File: src/rtl/csa_pkg.sv
// -----------------------------------------------------------------------------
// csa_pkg
//   Shared definitions for the carry-save accumulator:
//     - csa_state_t : FSM state encoding (IDLE, ACCUM, RESOLVE, OUT)
//     - csa_aw()    : accumulator width derivation, AW = NN + GW
//     - default operand width and guard-bit count
// -----------------------------------------------------------------------------
package csa_pkg;

    localparam int CSA_NN_DEFAULT = 16;
    localparam int CSA_GW_DEFAULT = 4;

    typedef enum logic [1:0] {
        ST_IDLE    = 2'd0,
        ST_ACCUM   = 2'd1,
        ST_RESOLVE = 2'd2,
        ST_OUT     = 2'd3
    } csa_state_t;

    // Accumulator width: operand width plus guard bits.
    function automatic int csa_aw(input int nn, input int gw);
        return nn + gw;
    endfunction

endpackage

File: src/rtl/compressor32.sv
// -----------------------------------------------------------------------------
// compressor32
//   Bit-parallel 3:2 carry-save compressor of width W.
//   Ports:
//     a, b, c : W-bit addends
//     sum     : a ^ b ^ c
//     carry   : majority(a, b, c) shifted left by one, truncated to W bits
//   a + b + c == sum + carry (mod 2^W), plus the majority MSB that the shift
//   drops; the caller recovers that bit itself if it cares about overflow.
// -----------------------------------------------------------------------------
module compressor32 #(
    parameter int W = 8
) (
    input  logic [W-1:0] a,
    input  logic [W-1:0] b,
    input  logic [W-1:0] c,
    output logic [W-1:0] sum,
    output logic [W-1:0] carry
);

    logic [W-1:0] maj;

    assign sum   = a ^ b ^ c;
    assign maj   = (a & b) | (a & c) | (b & c);
    assign carry = maj << 1;

endmodule

File: src/rtl/csa_accum_seq.sv
// -----------------------------------------------------------------------------
// csa_accum_seq
//   Sequential carry-save accumulator. Operands of a group are folded into a
//   redundant (sum, carry) pair with one 3:2 compression per accepted operand;
//   after the last operand a single RESOLVE cycle does the one carry-propagate
//   add, and the result is offered on a valid/ready output.
//
//   Parameters:
//     NN : operand width (unsigned)
//     GW : guard bits; accumulator width AW = NN + GW
//
//   Ports:
//     clk       : clock, rising edge
//     rst_n     : asynchronous active-low reset
//     in_valid  : operand presented
//     in_ready  : operand accepted this cycle (high in IDLE / ACCUM)
//     in_data   : operand, zero-extended to AW
//     in_last   : final operand of the group, sampled with in_data
//     out_valid : result available (OUT state)
//     out_ready : consumer takes the result
//     out_data  : group sum modulo 2^AW, held stable while out_valid
//     out_ovf   : (only with CSA_ACCUM_OVF_EN) sticky overflow of the group,
//                 valid with out_valid
//
//   Build option:
//     CSA_ACCUM_OVF_EN : adds out_ovf and its tracking logic. Without it the
//                        sum wraps silently modulo 2^AW.
//
//   Timing: last operand accepted at edge t -> RESOLVE during the following
//   cycle -> out_valid high after edge t+1, so the earliest output handshake
//   is at edge t+2. Only one group is ever in flight.
// -----------------------------------------------------------------------------
module csa_accum_seq
    import csa_pkg::*;
#(
    parameter int  NN = CSA_NN_DEFAULT,
    parameter int  GW = CSA_GW_DEFAULT,
    localparam int AW = csa_aw(NN, GW)
) (
    input  logic          clk,
    input  logic          rst_n,
    input  logic          in_valid,
    output logic          in_ready,
    input  logic [NN-1:0] in_data,
    input  logic          in_last,
    output logic          out_valid,
    input  logic          out_ready,
`ifdef CSA_ACCUM_OVF_EN
    output logic          out_ovf,
`endif
    output logic [AW-1:0] out_data
);

    csa_state_t state;
    csa_state_t state_nxt;

    logic          accept;
    logic [AW-1:0] x_ext;
    logic [AW-1:0] sum_q;
    logic [AW-1:0] carry_q;
    logic [AW-1:0] csa_sum;
    logic [AW-1:0] csa_carry;
    logic [AW-1:0] res_sum;

    assign x_ext = AW'(in_data);

    // One 3:2 step per accepted operand; the carry output is already shifted.
    compressor32 #(
        .W (AW)
    ) u_csa (
        .a     (sum_q),
        .b     (carry_q),
        .c     (x_ext),
        .sum   (csa_sum),
        .carry (csa_carry)
    );

`ifdef CSA_ACCUM_OVF_EN
    logic ovf_q;
    logic carry_drop;
    logic res_cout;

    // Majority of the MSBs is the carry bit that the shift pushes out of AW.
    assign carry_drop = (sum_q[AW-1] & carry_q[AW-1])
                      | (sum_q[AW-1] & x_ext[AW-1])
                      | (carry_q[AW-1] & x_ext[AW-1]);

    assign {res_cout, res_sum} = {1'b0, sum_q} + {1'b0, carry_q};
    assign out_ovf = ovf_q;
`else
    assign res_sum = sum_q + carry_q;
`endif

    // ---- state register ----
    always_ff @(posedge clk or negedge rst_n) begin
        if (!rst_n) begin
            state <= ST_IDLE;
        end else begin
            state <= state_nxt;
        end
    end

    // ---- next state and handshake outputs ----
    always_comb begin
        state_nxt = state;
        in_ready  = 1'b0;
        out_valid = 1'b0;
        accept    = 1'b0;
        case (state)
            ST_IDLE, ST_ACCUM: begin
                in_ready = 1'b1;
                accept   = in_valid;
                if (in_valid) begin
                    state_nxt = in_last ? ST_RESOLVE : ST_ACCUM;
                end
            end
            ST_RESOLVE: begin
                state_nxt = ST_OUT;
            end
            ST_OUT: begin
                out_valid = 1'b1;
                if (out_ready) begin
                    state_nxt = ST_IDLE;
                end
            end
            default: begin
                state_nxt = ST_IDLE;
            end
        endcase
    end

    // ---- accumulator datapath ----
    // The first operand of a group loads sum directly and clears carry, so no
    // explicit clear is needed between groups.
    always_ff @(posedge clk or negedge rst_n) begin
        if (!rst_n) begin
            sum_q    <= '0;
            carry_q  <= '0;
            out_data <= '0;
`ifdef CSA_ACCUM_OVF_EN
            ovf_q    <= 1'b0;
`endif
        end else begin
            case (state)
                ST_IDLE: begin
                    if (accept) begin
                        sum_q   <= x_ext;
                        carry_q <= '0;
`ifdef CSA_ACCUM_OVF_EN
                        ovf_q   <= 1'b0;
`endif
                    end
                end
                ST_ACCUM: begin
                    if (accept) begin
                        sum_q   <= csa_sum;
                        carry_q <= csa_carry;
`ifdef CSA_ACCUM_OVF_EN
                        ovf_q   <= ovf_q | carry_drop;
`endif
                    end
                end
                ST_RESOLVE: begin
                    out_data <= res_sum;
`ifdef CSA_ACCUM_OVF_EN
                    ovf_q    <= ovf_q | res_cout;
`endif
                end
                default: begin
                end
            endcase
        end
    end

endmodule
File: config.mk
export PLATFORM = sky130hd
export DESIGN_NAME = csa_accum_seq
export DESIGN_NICKNAME = d
export VERILOG_FILES = /design/src/rtl/csa_pkg.sv /design/src/rtl/compressor32.sv /design/src/rtl/csa_accum_seq.sv
export SDC_FILE = /design/constraint.sdc
export NUM_CORES = 1
export LEC_CHECK = 0
export CAP_MARGIN = 20
export CORE_MARGIN = 8
export CORE_UTILIZATION = 51
export CTS_CLUSTER_DIAMETER = 50
export DETAILED_ROUTE_END_ITERATION = 8
export GPL_ROUTABILITY_DRIVEN = 0
export PLACE_DENSITY_LB_ADDON = 0.1
export SETUP_SLACK_MARGIN = 0.1
export SLEW_MARGIN = 40
export SYNTH_ARGS = -nofsm -noshare
export SYNTH_HDL_FRONTEND = slang
export SYNTH_HIERARCHICAL = 1
export SYNTH_SLANG_ARGS = --single-unit
File: constraint.sdc
create_clock -name clk -period 2.1 [get_ports clk]
set_input_delay 0.42 -clock clk [delete_from_list [all_inputs] [get_ports clk]]
set_output_delay 0.42 -clock clk [all_outputs]
set_load 0.1 [all_outputs]
## Yosys cells after proc, flatten, opt, wreduce, memory -nomap -nowiden

Cells that the tools add are included.

| operators by class | value |
|---|---|
| add/sub/neg operators | 1 |
| equality and inequality tests | 7 |
| muxes and demuxes | 13 |
| bitwise gates (word level) | 7 |
| reductions and logical operators | 5 |

Operators by type and width:

| kind | count |
|---|---|
| 2-to-1 mux 20 bit | 4 |
| one-hot mux 20 bit (2 select lines) | 2 |
| AND 19 x 16 -> 19 bit | 2 |
| bitwise OR 19 bit | 2 |
| adder 20 bit | 1 |
| XOR 20 x 16 -> 20 bit | 1 |
| XOR 20 bit | 1 |
| AND 19 bit | 1 |
| inequality test 2 bit, second input constant | 4 |
| 2-to-1 mux 2 bit | 3 |
| one-hot mux 2 bit (3 select lines) | 1 |
| == test 2 bit, second input constant | 2 |
| 2-to-1 mux 1 bit | 3 |
| AND reduction 3 bit | 1 |
| == test 2 x 1 -> 1 bit, second input constant | 1 |
| zero test 2 bit | 1 |
| AND reduction 2 bit | 1 |
| nonzero test 2 bit | 1 |
| OR reduction 2 bit | 1 |

| word-level totals | value |
|---|---|
| register bits after elaboration | 62 |
| input port bits | 21 |
| output and inout bits | 22 |
| word-level logic and storage cells | 37 |

## Logic depth before layout (Yosys ltp)

Gate-level depths: netlist of the first run.

| depth | value |
|---|---|
| word-level depth | 5 |
| depth in mapped cells | 9 |
| mapped depth without buffers | 9 |

## Modules after synthesis

Netlist of the first run, hierarchy kept.

By module, submodules not included:

| module | times used | cells each | area each (µm²) | seq. area each (µm²) |
|---|---|---|---|---|
| csa_accum_seq | 1 | 377 | 3390.8 | 1551.5 |
| compressor32 | 1 | 22 | 415.4 | 0.0 |

## Worst setup path after synthesis of the first run

No wires, ideal clock.

| timing | value |
|---|---|
| kind | register to register |
| from | reg sum_q[0] |
| to | reg out_data[18] |
| library setup time | 0.132 ns |
| arrival time | 2.118 ns |
| required time | 1.968 ns |
| path slack | -0.150 ns |
| stages on the path, launching flop included | 10 |
| buffers on the path | 0 |
| period minus slack after synthesis | 2.250 ns |
| cell sequence | dfrtp_1 ha_1 fa_1 a21oi_1 nand4b_1 nand3_1 a21o_1 a221oi_1 xor2_1 o21ai_1 |

| on the way | value |
|---|---|
| cells in the longest elaborated chain, start to end | 1 |

Ends and longest elaborated chain:

| element | line | text |
|---|---|---|
| start: declaration | csa_accum_seq.sv:59 | `logic [AW-1:0] sum_q;` |
| start signal: assignment | csa_accum_seq.sv:147 | `sum_q <= x_ext;` |
| start signal: assignment | csa_accum_seq.sv:156 | `sum_q <= csa_sum;` |
| adder 20 bit | csa_accum_seq.sv:91 | `assign res_sum = sum_q + carry_q;` |
| end signal: assignment | csa_accum_seq.sv:164 | `out_data <= res_sum;` |
| end: declaration | csa_accum_seq.sv:51 | `output logic [AW-1:0] out_data` |

No other way between the ends.
A chain may end at the register's enable or synchronous reset.

## Final worst setup path of the first run

| timing | value |
|---|---|
| from | reg carry_q[0] |
| to | reg out_data[18] |

| on the way | value |
|---|---|
| cells in the longest elaborated chain, start to end | 1 |

Ends and longest elaborated chain:

| element | line | text |
|---|---|---|
| start: declaration | csa_accum_seq.sv:60 | `logic [AW-1:0] carry_q;` |
| start signal: assignment | csa_accum_seq.sv:157 | `carry_q <= csa_carry;` |
| adder 20 bit | csa_accum_seq.sv:91 |  |

No other way between the ends.

==> impl_metrics.tcl, run 1 <==
set metrics [dict create \
    outcome "finished with violations" \
    failed_checks "setup timing" \
    grt_setup_unrepaired "yes" \
    antenna_found_initial 0 \
    final_area_sq_um 4890 \
    area_growth_syn_to_layout_pct 28.5 \
    antenna_violating_nets_post_route 0 \
    mappedNetlistArea_sq_um 3810 \
    worstSetupStartpointType "register" \
    viasPerCell 5.34 \
    timing.critical_path.from "carry_q[0]$_DFFE_PN0P_" \
    timing.rr.start "carry_q[0]$_DFFE_PN0P_" \
    die_span_in_x_microns 102 \
    chipHeight_microns 102 \
    clock_path_buffers 2 \
    vias_in_the_first_global_route 3132 \
    antenna_cells_inserted 0 \
    clockRootBuffer "sky130_fd_sc_hd__clkbuf_8" \
    post_drt_wl_per_cell_microns 15.0 \
    die_area_sq_um 10500 \
    r2r_slack_ps -60 \
    maximum_number_of_pins_on_one_net_before_global_route_repair 41 \
    worst-endpoint-arrival_ps 2370 \
    crit_end "out_data[18]$_DFFE_PN0N_" \
    drt_pass1_iterations 4 \
    initial_utilization_pct 52.5 \
    drive_gt1_share_pct 21.5 \
    rr_endpoint "out_data[18]$_DFFE_PN0N_" \
    worstSetupEndpointType "register" \
    cp_max_fo 3 \
    maxSlewViolCount 0 \
    numClockSinks 62 \
    placed_cells 556 \
    ys_seq_elements 62 \
    yosys_most_used_dff "sky130_fd_sc_hd__dfrtp_1" \
    asyncSetResetFlopFracSynth_pct 100 \
    post_synth_num_cell_types 45 \
    grtUsageTotal_pct 18.4 \
    critical_path_required_ps 2310 \
    hp-class "input pin to async pin" \
    core_region_area_sq_um 7250 \
    synth_enable_flop_cells 0 \
    timing.reg2reg.worst_path_depth 9 \
    clkLatencyLatePin_ps 350 \
    report.final.setup_viol 6 \
    cts.htree.levels 3 \
    floorplan.rows 31 \
    cts-buffers-inserted 9 \
    detailed_place.area_sq_um 4540 \
    max_freq_ghz 0.463 \
    ys.warnings.count 6 \
    grt_pass1_wl_microns 14900 \
    final.min_clock_period_ps 2160 \
    routed-via-count 3092 \
    syn_area_per_cell_sq_um 9.54 \
    cts_hold_buffers_added 0 \
    ys_seq_area_share_pct 40.8 \
    boundaryPins 43 \
    hold_viol 0 \
    finalWirelength_microns 8690 \
    drcViolationCount 0 \
    finalCritPeriodShare_pct 103 \
    cap_violations 0 \
    fin_skew_ps 15.6 \
    dp_hpwl_microns 6520 \
    overflow_after_grt 0 \
    post-route-worst-setup-slack_ps -59.8 \
    initialDrtViolationCount 153 \
    clk_pin_slew_worst_paths_ps 70 \
    numPortBuffers 42 \
    critical_path_class "register to register" \
    synth_cells 399 \
    layoutNonFillerInstCount 579 \
    cts_tree "done" \
    num-nets-final 535 \
]
==> critical path, cell delays in order, from the launching register on <==
cell                       delay, ps
sky130_fd_sc_hd__dfrtp_1         400
sky130_fd_sc_hd__ha_2            200
sky130_fd_sc_hd__fa_2            360
sky130_fd_sc_hd__a21oi_2         150
sky130_fd_sc_hd__nand4b_1        150
sky130_fd_sc_hd__nand3_2         100
sky130_fd_sc_hd__a21o_1          200
sky130_fd_sc_hd__a221oi_2        230
sky130_fd_sc_hd__xor2_1          170
sky130_fd_sc_hd__o21ai_1          70
==> through the flow <==
| stage | TNS, ps | worst slack (ps) | utilization, % | hold slack, ps |
|---|---|---|---|---|
| 2_1_floorplan | 0 | 7.41 | - | 124 |
| 3_3_place_gp | 0 | 16.2 | 62.6 | 446 |
| 3_5_place_dp | -161 | -49.8 | 62.6 | 450 |
| 4_1_cts | -116 | -47.5 | 66.6 | 78.8 |
| 5_1_grt | -940 | -172 | 67.4 | 101 |
| 6_report | -265 | -59.8 | 67.4 | 75.2 |
==> logic make-up after synthesis <==
logic type	share of synthesized area, %
and+or+nand+nor	14.0
AOI/OAI and AO/OA	17.1
DFF	40.8
adders and majority gates	16.8
buffers and inverters	2.89
xor gates and xnor gates	4.08
muxes	4.21
other	0.197
==> flip-flops by register name (all words and copies together) (netlist names) <==
| name | flops |
|---|---|
| sum_q | 20 |
| state | 2 |
| out_data | 20 |
| carry_q | 20 |
==> routing by layer <==
| metal | wire length, microns | global-route usage [%] | vias to the layer above |
|---|---|---|---|
| li1 | - | - | 1516 |
| met1 | 4200 | 25.0 | 1472 |
| met2 | 3870 | 27.2 | 88 |
| met3 | 453 | 4.02 | 16 |
| met4 | 155 | 8.47 | 0 |
| met5 | 0 | 0 | - |
==> cell usage in the layout, fill, tap and decap left out, drive strengths merged, types with 2 or more instances in the layout <==
| master | n |
|---|---|
| a21o | 7 |
| xnor2 | 9 |
| o21ai | 64 |
| nand3 | 10 |
| nor2 | 6 |
| o31ai | 2 |
| nor3 | 4 |
| a21oi | 15 |
| dfrtp | 62 |
| nand2 | 100 |
| xor2 | 6 |
| o21a | 2 |
| clkdlybuf4s50 | 19 |
| and2 | 2 |
| a31o | 2 |
| ha | 19 |
| o211ai | 3 |
| inv | 4 |
| a32o | 2 |
| clkinv | 2 |
| mux2i | 16 |
| a31oi | 2 |
| clkbuf | 11 |
| clkinvlp | 2 |
| nand4 | 3 |
| o21bai | 3 |
| conb | 5 |
| fa | 20 |
| buf | 65 |
==> final cells by class <==
class | count | area [sq um]
multi-input cells | 314 | 2270
repair buffers | 84 | 729
flip-flops and latches | 62 | 1550
inverters | 4 | 15.0
fillers | 568 | 2360
well taps | 99 | 124
clock buffers | 11 | 141
clock inverters | 5 | 58.8
==> timing repair <==
action                                  CTS  global route
pin swaps                                 5             6
buffers inserted                          4             3
hold endpoints to repair                  0             0
endpoints found under the setup margin   11            13
resized for setup                        10            10
==> cells in the mapped netlist, drive strengths merged (4+ instances only) <==
library cell / count / area, sq um
dfrtp: 62 / 1550
nand2: 100 / 375
ha: 19 / 238
fa: 20 / 400
xnor2: 9 / 78.8
buf: 4 / 27.5
xor2: 6 / 52.6
inv: 4 / 15.0
clkbuf: 18 / 67.6
o21ai: 64 / 320
a21oi: 15 / 90.1
nor3: 4 / 20.0
mux2i: 16 / 160
a21o: 7 / 52.6
nand3: 10 / 50.1
nor2: 6 / 22.5
==> how the worst min path moves through the flow <==
stage	startpoint	slack (ps)	to
after floorplan	rst_n	120	carry_q[0]$_DFFE_PN0P_
after global placement	rst_n	450	out_data[3]$_DFFE_PN0N_
after detailed placement	rst_n	450	out_data[3]$_DFFE_PN0N_
after CTS	rst_n	80	out_data[3]$_DFFE_PN0N_
after global routing	rst_n	100	out_data[5]$_DFFE_PN0N_
final	rst_n	80	out_data[3]$_DFFE_PN0N_
Power of run 1 is left out: the tool's default activity adds up to more than one toggle a clock period on the data nets, which glitch-free logic cannot reach.
==> inputs of run 2 (changes only) <==
- SYNTH_HIERARCHICAL: 1 -> default
==> run 2 against run 1 <==
The flow still finishes with violations (setup timing). Synthesized area up 1.2%. Critical path depth decreased by 2. Maximum frequency up 1.6%. Global-route usage decreased by 0.66 points. Design area shrank 1.7%. Utilization fell by 1.5 points. Die area is 1.0% higher. Setup slack better by 34 ps.
==> impl_metrics.tcl, run 2 <==
set metrics [dict create \
    core_region_area_sq_um 7290 \
    outcome "finished with violations" \
    antenna_found_initial 0 \
    maxSlewViolCount 0 \
    final.min_clock_period_ps 2130 \
    critPathTopFamily "compound AO/OA/AOI/OAI gates" \
    yosys.cell_count.top_type "sky130_fd_sc_hd__nand2_1" \
    slowest_delay_ps 410 \
    synth_top_family_by_area "simple AND/OR/NAND/NOR gates" \
    hold_viol 0 \
    synth_enable_flop_cells 0 \
    ff_latch_area_sq_um 1530 \
    ys_seq_area_share_pct 39.6 \
    rr_endpoint "out_data[14]$_DFFE_PN0N_" \
    hp-class "input pin to async pin" \
    vias_in_the_first_global_route 3129 \
    worstSetupStartpointType "register" \
    worst-endpoint-arrival_ps 2350 \
    max-slew-margin-rel_pct 60.5 \
    maximum_number_of_pins_on_one_net_before_global_route_repair 62 \
    viasPerCell 5.21 \
    yosys.area_share.simple_pct 18.0 \
    area_growth_syn_to_layout_pct 24.8 \
    grt_setup_unrepaired "yes" \
    cp_cell_sequence "ha_1 -> a211oi_2 -> o21ai_2 -> and3_4 -> o21ai_1 -> or3b_1 -> a41o_1" \
    synth_cells 434 \
    post_synthesis_xor_xnor_area_fraction_pct 2.05 \
    die_area_sq_um 10600 \
    cap_violations 0 \
    critical_path_class "register to register" \
    initialDrtViolationCount 142 \
    drt_pass1_iterations 4 \
    report.final.setup_viol 3 \
    finalCritPeriodShare_pct 101 \
    clk_pin_slew_worst_paths_ps 70 \
    max_slew.worst_pin.slew_ps 592 \
    critical_path_required_ps 2320 \
    numPortBuffers 42 \
    timing.rr.start "sum_q[2]$_DFFE_PN0P_" \
    cp_max_fo 3 \
    post_drt_wl_per_cell_microns 14.0 \
    chipHeight_microns 103 \
    synth.top_cells.by_area "sky130_fd_sc_hd__dfrtp_1 (40%), sky130_fd_sc_hd__fa_1 (8.3%), sky130_fd_sc_hd__nand2_1 (7.9%)" \
    worstPathBufferInverterCount 0 \
    largestRegisters "out_data: 20 flops, sum_q: 20 flops, carry_q: 19 flops" \
    grtUsageTotal_pct 17.7 \
    ys_seq_elements 61 \
    fill_cells 643 \
    r2r_slack_ps -30 \
    post_synth_num_cell_types 53 \
    drcViolationCount 0 \
    asyncSetResetFlopFracSynth_pct 100 \
    cts.htree.levels 3 \
    netlist_top_cells_count "sky130_fd_sc_hd__nand2_1 (81), sky130_fd_sc_hd__dfrtp_1 (61), sky130_fd_sc_hd__o21ai_0 (60), sky130_fd_sc_hd__inv_1 (49), sky130_fd_sc_hd__nand2b_1 (21)" \
    syn_area_per_cell_sq_um 8.88 \
    post_synth_mux_area_share_pct 1.82 \
    cts-buffers-inserted 9 \
    failed_checks "setup timing" \
    mostFrequentLayoutCell "sky130_fd_sc_hd__nand2_1" \
    clkLatencyLatePin_ps 340 \
    netlist.top_cell.by_area "sky130_fd_sc_hd__dfrtp_1" \
    mappedNetlistArea_sq_um 3850 \
    antenna_cells_inserted 0 \
    synth-compound-area-share_pct 17.5 \
    drive_gt1_share_pct 17.7 \
    cp_slowest_cell "sky130_fd_sc_hd__dfrtp_1" \
    top_area_cell_type_share_of_the_netlist_area_pct 39.6 \
    die_span_in_x_microns 103 \
    clock_path_buffers 2 \
    initial_utilization_pct 52.8 \
    number_of_gates_on_the_worst_path_with_buffers_counted 7 \
    dp_hpwl_microns 6300 \
    finalWirelength_microns 8430 \
    grt_pass1_wl_microns 14700 \
    ys.warnings.count 0 \
    setup_tns_ps -30.3 \
    yosys_most_used_dff "sky130_fd_sc_hd__dfrtp_1" \
    max_freq_ghz 0.470 \
    worstSetupEndpointType "register" \
    routed-via-count 3137 \
    numClockSinks 61 \
    multi_input_area_sq_um 2170 \
    syn-num-nets 490 \
    overflow_after_grt 0 \
    fin_skew_ps 9.51 \
    synth_fa_ha_area_share_pct 14.5 \
    cts_tree "done" \
    floorplan.rows 31 \
    antenna_violating_nets_post_route 0 \
    clockRootBuffer "sky130_fd_sc_hd__clkbuf_8" \
    post-route-worst-setup-slack_ps -26.3 \
    layout.cells.most_common_list "sky130_fd_sc_hd__nand2_1 (80), sky130_fd_sc_hd__dfrtp_1 (61), sky130_fd_sc_hd__o21ai_0 (59)" \
    timing.reg2reg.worst_path_depth 7 \
    num-nets-final 555 \
    boundaryPins 43 \
]
==> run 2: cell types whose count changed after synthesis, sizes merged, moves of 6 or more <==
cell / before / now
nand2b: 1 / 21
a211oi: 1 / 7
inv: 4 / 49
nand2: 100 / 81
mux2i: 16 / 7
xnor2: 9 / 2
==> run 2: worst max-delay path by stage <==
stage	from	slack [ps]	to
after global placement	sum_q[2]$_DFFE_PN0P_	10	out_data[14]$_DFFE_PN0N_
after floorplan	sum_q[2]$_DFFE_PN0P_	70	out_data[14]$_DFFE_PN0N_
after global routing	sum_q[2]$_DFFE_PN0P_	-110	out_data[19]$_DFFE_PN0N_
after CTS	sum_q[2]$_DFFE_PN0P_	-10	out_data[14]$_DFFE_PN0N_
after detailed placement	sum_q[2]$_DFFE_PN0P_	-20	out_data[14]$_DFFE_PN0N_
final	sum_q[2]$_DFFE_PN0P_	-30	out_data[14]$_DFFE_PN0N_
==> run 2: logic make-up (layout without fill, tap and decap cells) <==
| kind of cell | Yosys count | count (layout) |
|---|---|---|
| flip-flops | 61 | 61 |
| AND/OR/NAND/NOR | 144 | 144 |
| AO/OA/AOI/OAI | 111 | 111 |
| multiplexers | 7 | 7 |
| buffers and inverters | 67 | 136 |
| XOR/XNOR | 9 | 9 |
| adder cells (fa/ha/maj) | 35 | 35 |
==> run 2: area by class of cell <==
cell class                      instances  area share, %
Multi-Input combinational cell        306           45.0
Sequential cell                        61           31.7
Timing Repair Buffer                   72           13.1
Inverter                               49           3.83
Clock buffer                           14           3.59
Tap cell                               99           2.58
Clock inverter                          1          0.104
==> run 2: per-stage QoR <==
stage	utilization, %	hold slack, ps	instance area (sq um)	setup slack, ps	instances
finish	65.9	75.2	4810	-26.3	602
global route	65.9	108	4810	-113	602
CTS	65.6	84.2	4780	-11.9	601
detailed placement	61.8	457	4510	-23.8	576
global placement	61.8	457	4510	11.9	576
floorplan	-	124	3910	65.6	434
==> run 2: repair_timing <==
item,CTS,global route
endpoints found under the hold margin,0,0
hold buffers,0,0
setup endpoints to repair,8,11
pin swaps,10,3
setup buffers,10,1
gates resized for setup,3,4
==> run 2: layer usage <==
layer / track usage (%) / wire length [microns] / vias to the layer above
met5: 0 / 0 / -
met3: 3.78 / 460 / 11
met1: 24.6 / 4250 / 1485
li1: - / - / 1579
met2: 26.4 / 3600 / 62
met4: 6.79 / 119 / 0
Power of run 2 is left out for the same reason.
==> inputs of run 3 (changes only) <==
- GPL_TIMING_DRIVEN: default -> 1
==> results of run 3 <==
The final DEF is identical to that of run 2; final timing and power are the same.
Power of run 3 is left out for the same reason.
==> RTL edit (config.mk and constraints of run 2) <==
The option `CSA_ACCUM_OVF_EN` is turned on by a define.
--- a/src/rtl/csa_accum_seq.sv
+++ b/src/rtl/csa_accum_seq.sv
@@ -31,4 +31,6 @@
 //   is at edge t+2. Only one group is ever in flight.
 // -----------------------------------------------------------------------------
+`define CSA_ACCUM_OVF_EN
+
 module csa_accum_seq
     import csa_pkg::*;
Formal check against the unedited RTL (old outputs only; new: out_ovf): equivalent (equiv_simple and equiv_induct, registers matched by name and starting in step).
==> RTL edit against run 2 <==
The run still ends with setup timing left; routed wire length rose by 9.3%; synthesized area rose by 0.29%; cell count rose by 1.0%; critical path depth rose by 1; final area rose by 7.7%; sequential cell count rose by 1; global-route usage rose by 1.3 points; count of clock-buffer cells in the layout fell by 2; sequential share of layout area fell by 1.8 points; via count rose by 2.7%; setup slack got worse by 230 ps; critical endpoint is now out_data[19].
==> RTL edit: results (changes against run 2) <==
* CP arrival at 2590 ps (was 2350 ps)
* Mean number of vias per cell at 5.298 (was 5.211)
* Number of DRC markers after the initial detailed-route iteration at 112 (was 142)
* Share of synthesized area spent on multiplexers at 4.501% (was 1.819%)
* Slack of the critical path at -259.8 ps (was -26.33 ps)
* Post-synthesis share of cell area spent on full adders, half adders and majority gates at 16.06% (was 14.49%)
* Net count after synthesis at 474 (was 490)
* Met3 routing resource usage after global routing at 4.727% (was 3.781%)
* Distinct cell type count after synthesis at 49 (was 53)
* Layout Nets at 565 (was 555)
* Synth Area in XOR/XNOR at 1.360% (was 2.046%)
* Count of filler cells inserted in the layout at 598 (was 643)
* Number of I/O port buffers at 43 (was 42)
* Slowest cell on the critical path: sky130_fd_sc_hd__a221o_2 (was sky130_fd_sc_hd__dfrtp_1)
* Met1 routing resource usage after global routing at 23.64% (was 24.55%)
* Status: finished, violations left (unchanged)
* Post-synth top cells: sky130_fd_sc_hd__dfrtp_1, sky130_fd_sc_hd__nand2_1, sky130_fd_sc_hd__o21ai_0, sky130_fd_sc_hd__inv_1, sky130_fd_sc_hd__ha_1 (was sky130_fd_sc_hd__nand2_1, sky130_fd_sc_hd__dfrtp_1, sky130_fd_sc_hd__o21ai_0, sky130_fd_sc_hd__inv_1, sky130_fd_sc_hd__nand2b_1)
* Number of endpoints failing setup at the final stage at 7 (was 3)
* Largest cells by area after synthesis: sky130_fd_sc_hd__dfrtp_1, sky130_fd_sc_hd__fa_1, sky130_fd_sc_hd__ha_1 (was sky130_fd_sc_hd__dfrtp_1, sky130_fd_sc_hd__fa_1, sky130_fd_sc_hd__nand2_1)
* Total detailed-routing wirelength at 9.213 mm (was 8.427 mm)
* Wire length of the first global-routing pass at 15.77 mm (was 14.72 mm)
* Count of placed standard cells including taps at 578 (was 576)
* Largest fanout on the critical path at 4 (was 3)
* Post-synthesis compound-gate area fraction at 18.69% (was 17.47%)
* Violations in the final reports: setup timing (unchanged)
* Fraction of final layout cells with drive strength greater than 1 at 25.74% (was 17.69%)
RTL edit: cell count changes after synthesis, moves of 3 or more:
cell,before,now
sky130_fd_sc_hd__a22o_1,1,7
sky130_fd_sc_hd__o21ai_0,60,52
sky130_fd_sc_hd__buf_1,3,0
sky130_fd_sc_hd__ha_1,19,24
sky130_fd_sc_hd__nand2b_1,21,2
sky130_fd_sc_hd__o21ai_1,3,0
sky130_fd_sc_hd__nor3_1,2,8
sky130_fd_sc_hd__nand2_1,81,53
sky130_fd_sc_hd__a21o_1,3,7
sky130_fd_sc_hd__mux2_2,0,7
sky130_fd_sc_hd__nor2_1,11,19
sky130_fd_sc_hd__xor2_1,7,2
sky130_fd_sc_hd__a211oi_1,6,1
RTL edit: routing by layer:
layer  share of wire (%)  up-vias
met4                 1.2        0
met3                 4.4       12
met2                  49       51
met5                   0        -
li1                    -     1592
met1                  46     1566
RTL edit: kinds of logic (layout without fill, tap and decap cells):
group	Yosys count	count (layout)
compound gates	113	113
simple gates	109	109
buf+inv	67	163
flops	62	62
fa+ha+maj	40	40
mux	16	16
xor+xnor	6	6
RTL edit: worst paths after layout:
path / start / slack (ps) / endpoint / cells past startpoint
setup / recovery: carry_q[1] / -260 / out_data[19] / 8
hold / removal: rst_n / 30 / out_data[18] / 1
setup reg to reg: carry_q[1] / -260 / out_data[19] / 8
hold reg to reg: out_data[5] / 520 / out_data[5] / 1
max in group asynchronous: rst_n / 1490 / sum_q[5] / 2
min in group clk: out_data[5] / 520 / out_data[5] / 1
RTL edit: worst max-delay path: cells and delay by family (launching register included):
kind,cells,cell delay (ps)
and+or+nand+nor,1,60
AOI/OAI and AO/OA,4,1050
adders and majority gates,2,550
muxes,1,200
DFF,1,390
RTL edit: repair_timing:
action,CTS,global route
gates resized for setup,6,24
buffers inserted,4,10
pin swaps,12,15
endpoints found under the setup margin,11,17
RTL edit: power by group through the flow:
stage               combinational (mW)  sequential (mW)  clock, mW
floorplan                         2.69             3.31          0
global placement                  5.42             2.04          0
detailed placement                5.55             2.06          0
CTS                               5.68             2.04       1.18
global route                      6.45             2.10       1.24
finish                            5.92             2.04       1.16
RTL edit: final cells by class:
type	instances	area [um^2]	area share [%]
multi-input combinational	284	2260	43.64
clock inverter	4	70.07	1.353
tap	99	123.9	2.392
sequential	62	1553	29.99
timing repair buffer	95	827.0	15.97
inverter	52	198.9	3.842
clock buffer	12	145.1	2.803
